File: src/rtl/dtmf_tone_sequencer.sv
// dtmf_tone_sequencer: one keypad code per handshake -> timed DTMF row/column square-wave pair, then a silent gap.
// Ports: inclk (1 MHz clock), reset_n (sync active-low reset), key_code[3:2]=row / [1:0]=col,
// key_valid/key_ready (accept handshake, ready only in IDLE), row_tone/col_tone (square waves),
// dtmf_out = row_tone + col_tone, tone_active (high in TONE).
module dtmf_tone_sequencer #(
  parameter int CLK_HZ  = 1000000,
  parameter int TONE_MS = 100,
  parameter int GAP_MS  = 50
) (
  input  logic       inclk,
  input  logic       reset_n,
  input  logic [3:0] key_code,
  input  logic       key_valid,
  output logic       key_ready,
  output logic       row_tone,
  output logic       col_tone,
  output logic [1:0] dtmf_out,
  output logic       tone_active
);
  localparam int PRE  = (CLK_HZ / 1000) < 1 ? 1 : CLK_HZ / 1000;
  localparam int PW   = PRE > 1 ? $clog2(PRE) : 1;
  // Zero-length durations are stretched to 1 ms.
  localparam int TLIM = TONE_MS < 1 ? 1 : TONE_MS;
  localparam int GLIM = GAP_MS < 1 ? 1 : GAP_MS;
  localparam int MW   = $clog2((TLIM > GLIM ? TLIM : GLIM) + 1);
  typedef enum logic [1:0] {IDLE, TONE, GAP} state_t;
  state_t state, next;
  logic [PW-1:0] pre;
  logic [MW-1:0] ms;
  logic [9:0] row_div, col_div, row_cnt, col_cnt;
  logic accept, tick, expire;
  function automatic logic [9:0] row_div_of(input logic [1:0] r);
    return r == 2'd0 ? 10'd717 : r == 2'd1 ? 10'd649 : r == 2'd2 ? 10'd587 : 10'd531;
  endfunction
  function automatic logic [9:0] col_div_of(input logic [1:0] c);
    return c == 2'd0 ? 10'd414 : c == 2'd1 ? 10'd374 : c == 2'd2 ? 10'd339 : 10'd306;
  endfunction
  assign accept = key_valid && key_ready;
  assign tick   = pre == PW'(PRE - 1);
  assign expire = tick && (ms == (state == TONE ? MW'(TLIM - 1) : MW'(GLIM - 1)));
  always_ff @(posedge inclk)
    if (!reset_n) state <= IDLE;
    else state <= next;
  always_comb
    next = state == IDLE ? (accept ? TONE : IDLE) :
           state == TONE ? (expire ? GAP  : TONE) :
           state == GAP  ? (expire ? IDLE : GAP)  : IDLE;
  always_comb begin
    key_ready   = state == IDLE;
    tone_active = state == TONE;
    dtmf_out    = {1'b0, row_tone} + {1'b0, col_tone};
  end
  // Duration timing restarts from zero on every state change.
  always_ff @(posedge inclk)
    if (!reset_n || state != next || state == IDLE) begin
      pre <= '0;
      ms  <= '0;
    end else begin
      pre <= tick ? '0 : pre + PW'(1);
      ms  <= tick ? ms + MW'(1) : ms;
    end
  always_ff @(posedge inclk)
    if (!reset_n) begin
      row_div  <= '0;
      col_div  <= '0;
      row_cnt  <= '0;
      col_cnt  <= '0;
      row_tone <= 1'b0;
      col_tone <= 1'b0;
    end else if (accept) begin
      row_div  <= row_div_of(key_code[3:2]);
      col_div  <= col_div_of(key_code[1:0]);
      row_cnt  <= '0;
      col_cnt  <= '0;
      row_tone <= 1'b0;
      col_tone <= 1'b0;
    end else if (state == TONE && !expire) begin
      row_cnt  <= row_cnt == row_div - 10'd1 ? 10'd0 : row_cnt + 10'd1;
      col_cnt  <= col_cnt == col_div - 10'd1 ? 10'd0 : col_cnt + 10'd1;
      row_tone <= row_cnt == row_div - 10'd1 ? ~row_tone : row_tone;
      col_tone <= col_cnt == col_div - 10'd1 ? ~col_tone : col_tone;
    end else begin
      // Leaving TONE (and all of GAP/IDLE) holds both tones low.
      row_cnt  <= '0;
      col_cnt  <= '0;
      row_tone <= 1'b0;
      col_tone <= 1'b0;
    end
endmodule

File: config.mk
export PLATFORM = sky130hd
export DESIGN_NAME = dtmf_tone_sequencer
export DESIGN_NICKNAME = d
export VERILOG_FILES = /design/src/rtl/dtmf_tone_sequencer.sv
export SDC_FILE = /design/constraint.sdc
export NUM_CORES = 1
export LEC_CHECK = 0
export ABC_CLOCK_PERIOD_IN_PS = 2700
export CAP_MARGIN = 15
export CORE_MARGIN = 4
export CORE_UTILIZATION = 51
export DETAILED_ROUTE_END_ITERATION = 16
export DONT_BUFFER_PORTS = 1
export PLACE_DENSITY = 0.64
export REMOVE_ABC_BUFFERS = 1
export SYNTH_ARGS = -nofsm -noshare
export SYNTH_HDL_FRONTEND = slang
export SYNTH_SLANG_ARGS = --single-unit
File: constraint.sdc
create_clock -name inclk -period 2.7 [get_ports inclk]
set_clock_uncertainty 0.1 [all_clocks]
set_input_delay 0.54 -clock inclk [delete_from_list [all_inputs] [get_ports inclk]]
set_output_delay 0.54 -clock inclk [all_outputs]
set_load 0.02 [all_outputs]
==> impl_metrics.yaml <==
clock_network:
  clk_path_buf_depth: 2
  insertion_delay_ns: 0.31
  root_buffer: "clkbuf_8"
  post_cts_buffers: 0
  clock-sinks: 53
  clk_pin_slew_ns: 0.09
  numCtsBuffers: 5
  cts_tree: "built"
  htree_levels: 2
  hold_buffers: 0
  cts_resized: 0
floorplan:
  design.core.area_um2: 5140
  start_util: 0.528
  dieArea_um2: 6560
  die_w_um: 81.0
  rows: 26
  ioPinCount: 13
  die_h_um: 81.0
global_route:
  grt_remaining_overflow: 0
  grt_pass1_vias: 1918
  grt_max_degree: 18
  antenna_found_initial: 0
  track_usage: 0.169
  grt_pass1_wl_mm: 8.68
routing:
  routedWlPerCell_um: 12.9
  viasPerCell: 5.30
  first_pass_iters: 4
  wirelength_mm: 4.93
  num_vias: 2028
  drc: 0
  ant_nets: 0
  drt_iter0_markers: 130
logic_synthesis:
  synth_seq_cells: 53
  synth_top_area_frac: 0.391
  ys_types: 44
  synth_top_flop_cell: "dfxtp_1"
  synth_fa_ha_area_frac: 0.0507
  ys.warnings.count: 0
  postSynthAreaPerCell_um2: 8.76
  synth_compound_area_frac: 0.101
  synthCells: 310
  synth_simple_gate_area_frac: 0.267
  yosysSeqAreaShare: 0.391
  synth_top_family_by_area: "simple AND/OR/NAND/NOR gates"
  synth_edf_count: 0
  async_flop_share: 0
  yosys-mux-area-fraction: 0.00737
  synth_area_leaders: "dfxtp_1 39%, xor2_1 7.7%, xnor2_1 7.4%, nor2_1 6.2%, ha_1 5.1%"
  syn_area_um2: 2720
  yosysTopAreaCell: "dfxtp_1"
  synthXorXnorAreaFrac: 0.152
sta:
  finalSetupViolations: 0
  min_period_ns: 2.38
  tns_ns: 0
  tightest_slew_ns: 0.499
  report.final.hold_viol_count: 0
  fmax_mhz: 420
  rsz0062_at_grt: "no"
  finalCritPeriodShare: 0.883
  maxSlewHeadroom: 0.666
  fin_hold_ws_ns: 0.238
  slew_viol_final: 0
worst_hold_path:
  min_to: "state[0]"
  min_path_cells: 2
  hold_path.class: "input port to flip-flop"
  min-delay-start: "reset_n"
pwr:
  p_per_area_nw_per_um2: 518
  vdd_drop_max_uv: 289
  static-leakage-power_nw: 1.08
finish:
  n_antenna_cell: 0
  area_delta_synth_final_pct: 6.68
  drive_gt1_frac: 0.0703
  seq_area_um2: 1060
  fillerInstances: 488
  multi_input_area_um2: 1580
  nets: 330
setup_path:
  crit_type: "flip-flop to flip-flop"
  r2r_end: "row_cnt[5]"
  crit-reg2reg-launch: "row_div[3]"
  r2r_setup_slack_ns: 0.32
  endpoint_kind: "flip-flop"
  start_kind: "flip-flop"
  crit_required_ns: 2.79
  cp_data_arrival_time_ns: 2.48
  ff2ff_path_depth: 6
  critical_path_peak_fanout: 10
flow_run:
  max_cap_violations: 0
placement:
  place_congestion: 0.820
  port_buffers: 0
  dp_hpwl_mm: 3.64
run_status:
  status: "finished clean"
flip-flops by register name, summed over array words and instances, names as in the netlist:
name and count:
col_cnt 10, pre 10, row_cnt 10, ms 7
col_div 6, row_div 6, state 2, col_tone 1
row_tone 1
per-layer routing:
metal / global-route usage / wire length [µm] / share of wire
met1: 0.224 / 2520 / 0.51
met2: 0.269 / 2120 / 0.43
met3: 0.0488 / 234 / 0.047
met4: 0.0456 / 64 / 0.013
met5: 0 / 0 / 0
logic make-up (layout without fill, tap and decap cells):
family                   Yosys count  in the layout
adder cells (fa/ha/maj)           11             11
AO/OA/AOI/OAI                     33             33
multiplexers                       2              2
flip-flops                        53             53
XOR/XNOR                          47             47
AND/OR/NAND/NOR                  143            143
buffers and inverters             21             24
worst max-delay path, cell delays in order, from the launching register on:
cell,delay (ns)
dfxtp_1,0.38
or4_4,0.57
a2111oi_4,0.34
nor3_1,0.13
a2111oi_4,0.36
nand2b_2,0.31
nor2_1,0.07
synth_stat cells (3+ instances only):
cell type	count
o211a_1	4
and3_1	12
nor2_1	45
ha_1	11
nand3_1	21
dfxtp_1	53
nor4_1	4
o21ai_0	4
nor3_1	6
xor2_1	24
xnor2_1	23
clkbuf_1	7
a21oi_1	7
or3_1	5
nand2b_1	3
nand4_1	7
nor2b_1	6
inv_1	12
nand2_1	21
a21boi_0	6
final cells by class:
class	count	share of cell area
clock inverter	2	0.00561
timing repair buffer	4	0.0104
inverter	12	0.0155
multi-input combinational	236	0.544
tap	70	0.0302
clock buffer	6	0.0285
sequential	53	0.366
where the power goes:
group / internal (W) / leakage, nW / switching [W]
logic: 0.0000871 / 0.606 / 0.000112
clock network: 0.000211 / 0.0478 / 0.000263
registers: 0.000801 / 0.430 / 0.0000260
total: 0.00110 / 1.08 / 0.000401
worst max path at each step:
stage | start | endpoint | slack (ns) | depth (start not counted)
finish | row_div[3] | row_cnt[5] | 0.32 | 6
CTS | row_div[3] | row_cnt[5] | 0.19 | 6
global placement | row_div[2] | row_cnt[7] | 0.30 | 6
detailed placement | row_div[2] | row_cnt[4] | 0.22 | 6
floorplan | col_div[4] | col_cnt[2] | 0.37 | 8
global route | row_div[3] | row_cnt[9] | 0.14 | 6
layout by cell type (no fill, tap or decap), drive strengths merged, types with 11 or more instances in the layout:
| cell | n |
|---|---|
| and3 | 12 |
| dfxtp | 53 |
| ha | 11 |
| inv | 13 |
| nand2 | 21 |
| nand3 | 21 |
| nor2 | 45 |
| xnor2 | 23 |
| xor2 | 24 |
per-stage QoR:
stage	area (µm²)	util	cells	worst slack (ns)	total power, W
after detailed placement	2790	0.543	375	0.223	0.00104
after floorplan	2670	-	301	0.375	0.000998
after CTS	2890	0.562	383	0.191	0.00152
after global routing	2900	0.564	383	0.138	0.00159
final	2900	0.564	383	0.316	0.00150
after global placement	2790	0.543	375	0.300	0.00104
No activity file was read; power rests on OpenSTA's default activity.
